<file path="config.mk">
export PLATFORM = sky130hd
export DESIGN_NAME = position_updater
export DESIGN_NICKNAME = d
export VERILOG_FILES = /design/src/rtl/position_updater.sv
export SDC_FILE = /design/constraint.sdc
export NUM_CORES = 1
export LEC_CHECK = 0
export BUFFER_PORTS_ARGS = -buffer_cell sky130_fd_sc_hd__buf_2
export CAP_MARGIN = 20
export CELL_PAD_IN_SITES_DETAIL_PLACEMENT = 1
export CELL_PAD_IN_SITES_GLOBAL_PLACEMENT = 1
export CORE_MARGIN = 2
export CORE_UTILIZATION = 46
export CTS_CLUSTER_DIAMETER = 40
export DETAILED_ROUTE_END_ITERATION = 10
export PLACE_DENSITY = 0.86
export REMOVE_ABC_BUFFERS = 1
export SYNTH_ARGS = -nofsm -noshare
export SYNTH_HDL_FRONTEND = slang
export SYNTH_SLANG_ARGS = --single-unit
</file>
<file path="constraint.sdc">
create_clock -name i_clk -period 1.8 [get_ports i_clk]
set_input_delay 0.18 -clock i_clk [delete_from_list [all_inputs] [get_ports i_clk]]
set_output_delay 0.18 -clock i_clk [all_outputs]
set_load 0.02 [all_outputs]
</file>
<file path="src/rtl/position_updater.sv">
// rtl/position_updater.sv - frame-synchronous object position register fed by aggregator words
// Optional per-frame slew limiting is compiled in with POS_SLEW_LIMIT_EN.
module position_updater #(
  parameter int H_ACTIVE = 640,
  parameter int V_ACTIVE = 480,
  parameter int OBJ_W    = 8,
  parameter int OBJ_H    = 8,
  parameter int STEP_MAX = 4
) (
  input  logic        i_clk,
  input  logic        n_btn_rst,
  input  logic        i_valid,
  input  logic [31:0] i_data,
  input  logic        i_frame_start,
  output logic [9:0]  o_pos_x,
  output logic [9:0]  o_pos_y,
  output logic        o_update,
  output logic        o_busy,
  output logic [7:0]  o_drop_cnt
);

  localparam logic [1:0] IDLE  = 2'd0;
  localparam logic [1:0] CLAMP = 2'd1;
  localparam logic [1:0] ARMED = 2'd2;
  localparam logic [1:0] APPLY = 2'd3;

  localparam logic [15:0] MAX_X = 16'(H_ACTIVE - OBJ_W);
  localparam logic [15:0] MAX_Y = 16'(V_ACTIVE - OBJ_H);
  localparam logic [9:0]  RST_X = 10'((H_ACTIVE - OBJ_W) / 2);
  localparam logic [9:0]  RST_Y = 10'((V_ACTIVE - OBJ_H) / 2);
  localparam logic [9:0]  STEP  = 10'(STEP_MAX);

  logic [1:0]  state_q, state_d;
  logic        valid_q, valid_d;
  logic [15:0] raw_x_q, raw_x_d;
  logic [15:0] raw_y_q, raw_y_d;
  logic [9:0]  tgt_x_q, tgt_x_d;
  logic [9:0]  tgt_y_q, tgt_y_d;
  logic [9:0]  pos_x_q, pos_x_d;
  logic [9:0]  pos_y_q, pos_y_d;
  logic        upd_pend_q, upd_pend_d;
  logic [9:0]  out_x_q, out_x_d;
  logic [9:0]  out_y_q, out_y_d;
  logic        update_q, update_d;
  logic [7:0]  drop_cnt_q, drop_cnt_d;

  logic        capture;
  logic [9:0]  next_x, next_y;

  // Move one axis toward its target by at most STEP.
  function automatic logic [9:0] slew_axis(input logic [9:0] cur, input logic [9:0] tgt);
    logic [9:0] diff;
    if (tgt > cur) begin
      diff = tgt - cur;
      return cur + ((diff > STEP) ? STEP : diff);
    end else begin
      diff = cur - tgt;
      return cur - ((diff > STEP) ? STEP : diff);
    end
  endfunction

  assign capture = i_valid & ~valid_q;

`ifdef POS_SLEW_LIMIT_EN
  assign next_x = slew_axis(pos_x_q, tgt_x_q);
  assign next_y = slew_axis(pos_y_q, tgt_y_q);
`else
  assign next_x = tgt_x_q;
  assign next_y = tgt_y_q;
`endif

  always_comb begin
    state_d    = state_q;
    valid_d    = i_valid;
    raw_x_d    = raw_x_q;
    raw_y_d    = raw_y_q;
    tgt_x_d    = tgt_x_q;
    tgt_y_d    = tgt_y_q;
    pos_x_d    = pos_x_q;
    pos_y_d    = pos_y_q;
    upd_pend_d = 1'b0;
    drop_cnt_d = drop_cnt_q;
    // Output stage trails the internal position by one cycle so the pulse and value move together.
    out_x_d    = pos_x_q;
    out_y_d    = pos_y_q;
    update_d   = upd_pend_q;

    if (capture) begin
      raw_x_d = i_data[15:0];
      raw_y_d = i_data[31:16];
    end

    case (state_q)
      IDLE: begin
        if (capture) state_d = CLAMP;
      end
      CLAMP: begin
        tgt_x_d = (raw_x_q > MAX_X) ? MAX_X[9:0] : raw_x_q[9:0];
        tgt_y_d = (raw_y_q > MAX_Y) ? MAX_Y[9:0] : raw_y_q[9:0];
        state_d = ARMED;
      end
      ARMED: begin
        // A new command beats a coincident frame boundary; the pending one is lost.
        if (capture) begin
          state_d = CLAMP;
          if (drop_cnt_q != 8'hFF) drop_cnt_d = drop_cnt_q + 8'd1;
        end else if (i_frame_start) begin
          state_d = APPLY;
        end
      end
      APPLY: begin
        pos_x_d    = next_x;
        pos_y_d    = next_y;
        upd_pend_d = (next_x != pos_x_q) || (next_y != pos_y_q);
        if (capture)
          state_d = CLAMP;
        else if ((next_x == tgt_x_q) && (next_y == tgt_y_q))
          state_d = IDLE;
        else
          state_d = ARMED;
      end
      default: state_d = IDLE;
    endcase
  end

  always_ff @(posedge i_clk or negedge n_btn_rst) begin
    if (!n_btn_rst) begin
      state_q    <= IDLE;
      valid_q    <= 1'b1;
      raw_x_q    <= 16'd0;
      raw_y_q    <= 16'd0;
      tgt_x_q    <= RST_X;
      tgt_y_q    <= RST_Y;
      pos_x_q    <= RST_X;
      pos_y_q    <= RST_Y;
      upd_pend_q <= 1'b0;
      out_x_q    <= RST_X;
      out_y_q    <= RST_Y;
      update_q   <= 1'b0;
      drop_cnt_q <= 8'd0;
    end else begin
      state_q    <= state_d;
      valid_q    <= valid_d;
      raw_x_q    <= raw_x_d;
      raw_y_q    <= raw_y_d;
      tgt_x_q    <= tgt_x_d;
      tgt_y_q    <= tgt_y_d;
      pos_x_q    <= pos_x_d;
      pos_y_q    <= pos_y_d;
      upd_pend_q <= upd_pend_d;
      out_x_q    <= out_x_d;
      out_y_q    <= out_y_d;
      update_q   <= update_d;
      drop_cnt_q <= drop_cnt_d;
    end
  end

  assign o_pos_x    = out_x_q;
  assign o_pos_y    = out_y_q;
  assign o_update   = update_q;
  assign o_busy     = (state_q != IDLE);
  assign o_drop_cnt = drop_cnt_q;

endmodule

</file>
==> impl_results.md, run 1 <==
* Run status: finished, final reports clean
* HPWL Detailed at about 6000 um
* Critical path class: reg2reg
* Overall Global Routing Usage at 0.193
* Synthesized netlist cell count at 270
* Detail-routed via count per cell at 5.32
* Horizontal extent of the die at roughly 100 um
* Yosys cell types at 29
* Growth of design area from synthesis to finish at 19.1%
* Maximum number of pins on one net before global-route repair at between 60 and 70
* Master of the slowest instance on the critical path: sky130_fd_sc_hd__dfrtp_1
* Switch share at 0.290
* Cell area after layout at 4780 um2
* Cell area after synthesis at ~4000 um2
* Standard-cell rows at 34
* IO Port Bufs at 65
* Via count of the first global-routing pass at between 2000 and 3000
* Starting DRC count in detailed routing at 86
* Detailed-route wire length at around 8500 um
* Clock network latency to the later pin of the worst-skew pair at 0.37 ns
* Max-cap violations at 0
* Stage delay of the slowest cell on the critical path at between 0.4 and 0.5 ns
* Routed wire length per instance at between 15 and 20 um
* Average footprint of a synthesized cell at between 10 and 15 um2
* Relative contribution of sequential cells to total power at 0.527
* Final count of pins violating max slew at 0
* Critical Path Start: o_drop_cnt[0]
* H-tree Lvls at 3
* Initial core utilization at 0.468
* Wire length on met2 at ~4400 um
* Register-to-Register Setup Slack at roughly 0.19 ns
* Placed Area at about 4500 um2
* Hold Crit Start: i_data[0]
* Clock sink total at roughly 110
* DR DRC count at 0
* Seq/Total Area, Yosys at 0.664
* Dpl ws at ~0.19 ns
* Crit end category: flop
* Required time reported for the critical path endpoint at roughly 2.1 ns
* Proportion of power drawn by the clock network at 0.281
* Relative slew margins at 0.573
* Final-stage net count at 386
* Internal power at around 3900 uW
* Sort of element at the start of the critical path: flop
* Placer's final routability congestion estimate at 0.788
* Yosys warning count at 0
* Antenna violations before repair at 0
* Fmax achieved at ~620 MHz
* Min setup slack post-route at ~0.19 ns
* Util after Layout at 0.557
* Clock transition time at the flip-flop clock pins of the worst setup and hold paths at about 0.1 ns
* Worst Skew at between 0.008 and 0.009 ns
* Most frequent standard cell in the layout excluding fill and tap cells: sky130_fd_sc_hd__dfrtp_1
* Number of vias after detailed routing at 2457
* First-pass GRT wire length at 14100 um
* Most frequent cells in the layout: sky130_fd_sc_hd__dfrtp_1, sky130_fd_sc_hd__buf_2, sky130_fd_sc_hd__mux2_2, sky130_fd_sc_hd__dfstp_2, sky130_fd_sc_hd__xor2_1
* Fin crit period at between 1.5 and 2 ns
* Routed length on met1 at 3590 um
* CTS max path bufs at 2
* CTS tree: built
* Final setup violating endpoints at 0
* Count of final hold-check violations at 0
* Congestion Overflow GR at 0
* Peak fanout along the critical path at 8
* Final clock period utilization by the worst path at 0.897
* Cts bufs inserted at 9
* Ant. Diodes at 0
* Area of the die at 9500 um2
* Cell-by-cell trace of the critical path: ha_1 > nand3_1 > o2111ai_4 > mux2_2
* R2R Path Start: o_drop_cnt[0]
* Metal3 WL at 298 um
* Antenna viol nets, final at 0
* P_leak at ~0.0021 uW
* Top layer reached by signal wires: met4
* Ratio of cells with drive above 1 in the final layout at 0.494
* Comb pwr share at 0.192
* Core outline area at roughly 8600 um2
* Number of synthesized register bits at approximately 110
* IO Pins at 66
* NetSw at 1600 uW
* Die height at ~97 um
* Power per cell area at between 1000 and 1500 nW/um2
* Min-delay worst type: in2reg
* Setup repair after global routing missed its margin: false
* Arrival time at the worst endpoint at 1.88 ns
* Actual transition at the worst max-transition pin at 0.635 ns
* Number of optimization iterations in the first detailed-route pass at 4
* Buffer cell driving the clock tree root: sky130_fd_sc_hd__clkbuf_8
* IR Drop Worst-Case VDD at 0.000637 V
[cells in the mapped netlist]
master	count	area (um2)
sky130_fd_sc_hd__nor2b_1	1	6.26
sky130_fd_sc_hd__a31oi_1	1	6.26
sky130_fd_sc_hd__and2_1	1	6.26
sky130_fd_sc_hd__buf_6	1	11.3
sky130_fd_sc_hd__nor3_1	6	30.0
sky130_fd_sc_hd__nor2b_2	1	8.76
sky130_fd_sc_hd__dfrtp_1	74	1850
sky130_fd_sc_hd__inv_1	4	15.0
sky130_fd_sc_hd__nand2b_1	1	6.26
sky130_fd_sc_hd__nand2_1	9	33.8
sky130_fd_sc_hd__buf_2	5	25.0
sky130_fd_sc_hd__a21o_1	1	7.51
sky130_fd_sc_hd__nand3_1	5	25.0
sky130_fd_sc_hd__o21ai_0	5	25.0
sky130_fd_sc_hd__mux2_2	52	586
sky130_fd_sc_hd__o21bai_1	1	7.51
sky130_fd_sc_hd__xnor2_1	13	114
sky130_fd_sc_hd__nor2_1	9	33.8
sky130_fd_sc_hd__clkbuf_1	2	7.51
sky130_fd_sc_hd__a22o_1	8	70.1
sky130_fd_sc_hd__o2111ai_4	1	26.3
sky130_fd_sc_hd__a21oi_1	3	15.0
sky130_fd_sc_hd__ha_1	1	12.5
sky130_fd_sc_hd__xor2_1	14	123
sky130_fd_sc_hd__dfstp_2	31	815
sky130_fd_sc_hd__o22a_1	9	78.8
sky130_fd_sc_hd__nor4_1	4	25.0
sky130_fd_sc_hd__o311ai_0	1	8.76
sky130_fd_sc_hd__nand4_1	6	37.5
[power groups by stage]
stage          clock network [uW]  registers (uW)  logic (uW)
3_3_place_gp                    0            2920        1010
3_5_place_dp                    0            2950        1070
6_report                     1550            2910        1060
5_1_grt                      1690            2940        1150
2_1_floorplan                   0            3010         506
4_1_cts                      1590            2910        1080
[what timing repair did]
item	in CTS	in global routing
hold buffers	2	0
setup endpoints to repair	0	3
resized for setup	0	1
setup buffers	0	0
hold endpoints to repair	75	0
[layer usage]
layer | global-route usage | up-vias
met2 | 0.324 | 55
met1 | 0.242 | 1280
li1 | - | 1104
met3 | 0.0374 | 18
met5 | 0 | -
met4 | 0.0887 | 0
[cells by family (layout without fill, tap and decap cells)]
| kind of cell | after synthesis | after routing | share of synthesized area |
|---|---|---|---|
| DFF | 105 | 105 | 0.664 |
| muxes | 52 | 52 | 0.146 |
| and+or+nand+nor | 43 | 43 | 0.0529 |
| AOI/OAI and AO/OA | 30 | 30 | 0.0610 |
| xor gates and xnor gates | 27 | 27 | 0.0589 |
| buffers and inverters | 12 | 96 | 0.0146 |
| adders and majority gates | 1 | 1 | 0.00311 |
[cell type report]
| type | count | area [um2] |
|---|---|---|
| fillers | 894 | 3810 |
| flip-flops and latches | 105 | 2670 |
| multi-input cells | 153 | 1300 |
| repair buffers | 76 | 453 |
| well taps | 108 | 135 |
| clock buffers | 10 | 128 |
| clock inverters | 6 | 82.6 |
| inverters | 4 | 15.0 |
[worst max-delay path: cells and delay by family (launching register included)]
| family | cells | cell delay [ns] |
|---|---|---|
| adder cells (fa/ha/maj) | 1 | 0.18 |
| AND/OR/NAND/NOR | 1 | 0.17 |
| AO/OA/AOI/OAI | 1 | 0.35 |
| flip-flops | 1 | 0.42 |
| multiplexers | 1 | 0.38 |
[final timing paths]
kind,endpoint,cells after the start
worst max-delay path,o_drop_cnt[1],4
worst min-delay path,raw_x_q[0],2
worst max register to register,o_drop_cnt[1],4
worst min register to register,o_update,0
max in group asynchronous,o_pos_y[6],3
min in group asynchronous,raw_x_q[9],3
[registers in the layout (all words and copies together) (netlist names)]
signal,count
o_update,1
o_drop_cnt,8
raw_y_q,16
next_y,10
o_pos_y,10
o_pos_x,10
out_y_d,10
valid_q,1
out_x_d,10
next_x,10
state_q,2
upd_pend_q,1
raw_x_q,16
[metrics by stage]
| stage | cells | total power (uW) | hold slack [ns] | TNS (ns) |
|---|---|---|---|---|
| 2_1_floorplan | 262 | 3520 | -0.116 | -3.94 |
| 3_3_place_gp | 444 | 3930 | 0.183 | 0 |
| 3_5_place_dp | 444 | 4010 | 0.193 | 0 |
| 4_1_cts | 462 | 5580 | 0.0228 | 0 |
| 5_1_grt | 462 | 5790 | 0.0195 | 0 |
| 6_report | 462 | 5520 | 0.0368 | 0 |
(Power assumes the default switching activity.)
==> run 2: changes to the inputs <==
--- a/config.mk
+++ b/config.mk
@@ -13,6 +13,7 @@
 export CORE_UTILIZATION = 46
 export CTS_CLUSTER_DIAMETER = 40
 export DETAILED_ROUTE_END_ITERATION = 10
+export MAX_ROUTING_LAYER = met4
 export PLACE_DENSITY = 0.86
 export REMOVE_ABC_BUFFERS = 1
 export SYNTH_ARGS = -nofsm -noshare
==> run 2 against run 1 <==
Clock power hardly changed; clock skew hardly changed; combinational power hardly changed; sequential cell count stayed put; non-clock buffer count stayed put; global-route usage is 0.56 points higher; clock-buffer cell count stayed put; largest cell class unchanged; utilization stayed put.
==> impl_results.md, run 2 (same netlist as run 1, synthesis figures left out) <==
* Congestion Overflow GR at 0
* Ratio of cells with drive above 1 in the final layout at 0.494
* Register-to-Register Setup Slack at between 0.15 and 0.2 ns
* Footprint of the multi-input gates at approximately 1300 um2
* CTS tree: built
* Filler-free cell count of the finished design at roughly 460
* Antenna violations before repair at 0
* Routed wire length per instance at 18.4 um
* Cts bufs inserted at 9
* Crit end category: flop
* Storage element area at approximately 2700 um2
* Actual transition at the worst max-transition pin at 0.635 ns
* Number of cells traversed by the worst register-to-register path at 4
* Count of final hold-check violations at 0
* Buffer cell driving the clock tree root: sky130_fd_sc_hd__clkbuf_8
* Number of post-CTS setup repair buffers at 0
* Final setup violating endpoints at 0
* Initial core utilization at 0.468
* Most frequent standard cell in the layout excluding fill and tap cells: sky130_fd_sc_hd__dfrtp_1
* IO Pins at between 60 and 70
* First-pass GRT wire length at ~14000 um
* Final count of pins violating max slew at 0
* Hold Crit Start: i_data[0]
* Sort of element at the start of the critical path: flop
* Fin crit period at ~1.6 ns
* Starting DRC count in detailed routing at 83
* Via count of the first global-routing pass at around 2700
* Die height at 97.5 um
* Final-stage net count at approximately 390
* Placer's final routability congestion estimate at roughly 0.8
* Leading registers by flop count: raw_x_q x16, raw_y_q x16
* Clock sink total at ~110
* Required time reported for the critical path endpoint at about 2 ns
* Critical path class: reg2reg
* Total instance count after detailed placement at about 440
* P_leak at between 0.002 and 0.0025 uW
* Power per cell area at 1150 nW/um2
* Number of optimization iterations in the first detailed-route pass at 4
* Fill cell total of the finished layout at just under 900
* Core outline area at roughly 8600 um2
* Critical Path Start: o_drop_cnt[0]
* Detail-routed via count per cell at about 5.3
* Growth of design area from synthesis to finish at 19.1%
* IO Port Bufs at between 60 and 70
* Relative slew margins at 0.573
* Clock network latency to the later pin of the worst-skew pair at approximately 0.37 ns
* Min-delay worst type: in2reg
* DR DRC count at 0
* Antenna viol nets, final at 0
* Worst Skew at about 0.009 ns
* Final clock period utilization by the worst path at 0.895
* Cell depth of the worst min-delay path at 2
* HPWL Detailed at 6090 um
* Standard-cell rows at 34
* Max-cap violations at 0
* Horizontal extent of the die at roughly 100 um
* Clock transition time at the flip-flop clock pins of the worst setup and hold paths at around 0.1 ns
* Most frequent cells in the layout: sky130_fd_sc_hd__dfrtp_1, sky130_fd_sc_hd__buf_2, sky130_fd_sc_hd__mux2_2, sky130_fd_sc_hd__dfstp_2, sky130_fd_sc_hd__xor2_1
* Detailed-route wire length at roughly 8500 um
* Fmax achieved at 621 MHz
* Arrival time at the worst endpoint at 1.87 ns
* Run status: finished, final reports clean
* H-tree Lvls at 3
* Ant. Diodes at 0
* Worst min-delay path endpoint: raw_x_q[0]
* Maximum number of pins on one net before global-route repair at between 60 and 70
* IR Drop Worst-Case VDD at 0.000637 V
* Reg-to-Reg End: o_drop_cnt[1]
* CTS max path bufs at 2
* R2R Path Start: o_drop_cnt[0]
* Setup repair after global routing missed its margin: false
* Total Power at between 5000 and 6000 uW
* Overall Global Routing Usage at 0.198
* Number of vias after detailed routing at 2467
* Peak fanout along the critical path at 8
* Area of the die at 9500 um2
## run 2: cell counts in the layout (fill, tap and decap cells not counted)
Identical to the previous run, type by type.
## run 2: layer usage
layer | track usage | routed length (um)
met2 | 0.327 | 4390
met4 | 0.0887 | 234
met3 | 0.0360 | 286
met1 | 0.240 | 3570
met5 | - | 0
## run 2: critical path: stages (launching register included)
cell                        delay [ns]
sky130_fd_sc_hd__dfrtp_1          0.42
sky130_fd_sc_hd__ha_1             0.18
sky130_fd_sc_hd__nand3_1          0.17
sky130_fd_sc_hd__o2111ai_4        0.35
sky130_fd_sc_hd__mux2_2           0.38
## run 2: how the worst max path moves through the flow
stage | to | cells past startpoint | slack, ns
final | o_drop_cnt[1] | 4 | 0.19
after global routing | o_drop_cnt[7] | 5 | 0.05
after CTS | next_x[1] | 4 | 0.08
after detailed placement | o_drop_cnt[7] | 5 | 0.19
after global placement | o_drop_cnt[1] | 4 | 0.28
after floorplan | o_drop_cnt[5] | 4 | -0.33
## run 2: timing repair
action                                  in CTS  in global routing
endpoints found under the setup margin       0                  3
resized for setup                            0                  1
endpoints found under the hold margin       75                  0
hold buffers                                 2                  0
## run 2: final cells by class
| cell class | count | share of cell area |
|---|---|---|
| Timing Repair Buffer | 76 | 0.0947 |
| Sequential cell | 105 | 0.557 |
| Clock inverter | 6 | 0.0173 |
| Clock buffer | 10 | 0.0267 |
| Inverter | 4 | 0.00314 |
| Tap cell | 108 | 0.0283 |
| Multi-Input combinational cell | 153 | 0.273 |
## run 2: where the power goes
part | internal (uW) | switching [uW]
Clock | 777 | 774
Combinational | 462 | 598
Sequential | 2680 | 227
Total | 3920 | 1600
## run 2: per-stage QoR
| step | instance area [um2] | worst slack (ns) | setup TNS (ns) | hold WS [ns] | utilization |
|---|---|---|---|---|---|
| 2_1_floorplan | 3970 | -0.335 | -3.94 | -0.116 | - |
| 3_3_place_gp | 4550 | 0.285 | 0 | 0.183 | 0.529 |
| 3_5_place_dp | 4550 | 0.186 | 0 | 0.193 | 0.529 |
| 4_1_cts | 4780 | 0.0839 | 0 | 0.0228 | 0.556 |
| 5_1_grt | 4780 | 0.0452 | 0 | 0.0195 | 0.557 |
| 6_report | 4780 | 0.188 | 0 | 0.0344 | 0.557 |
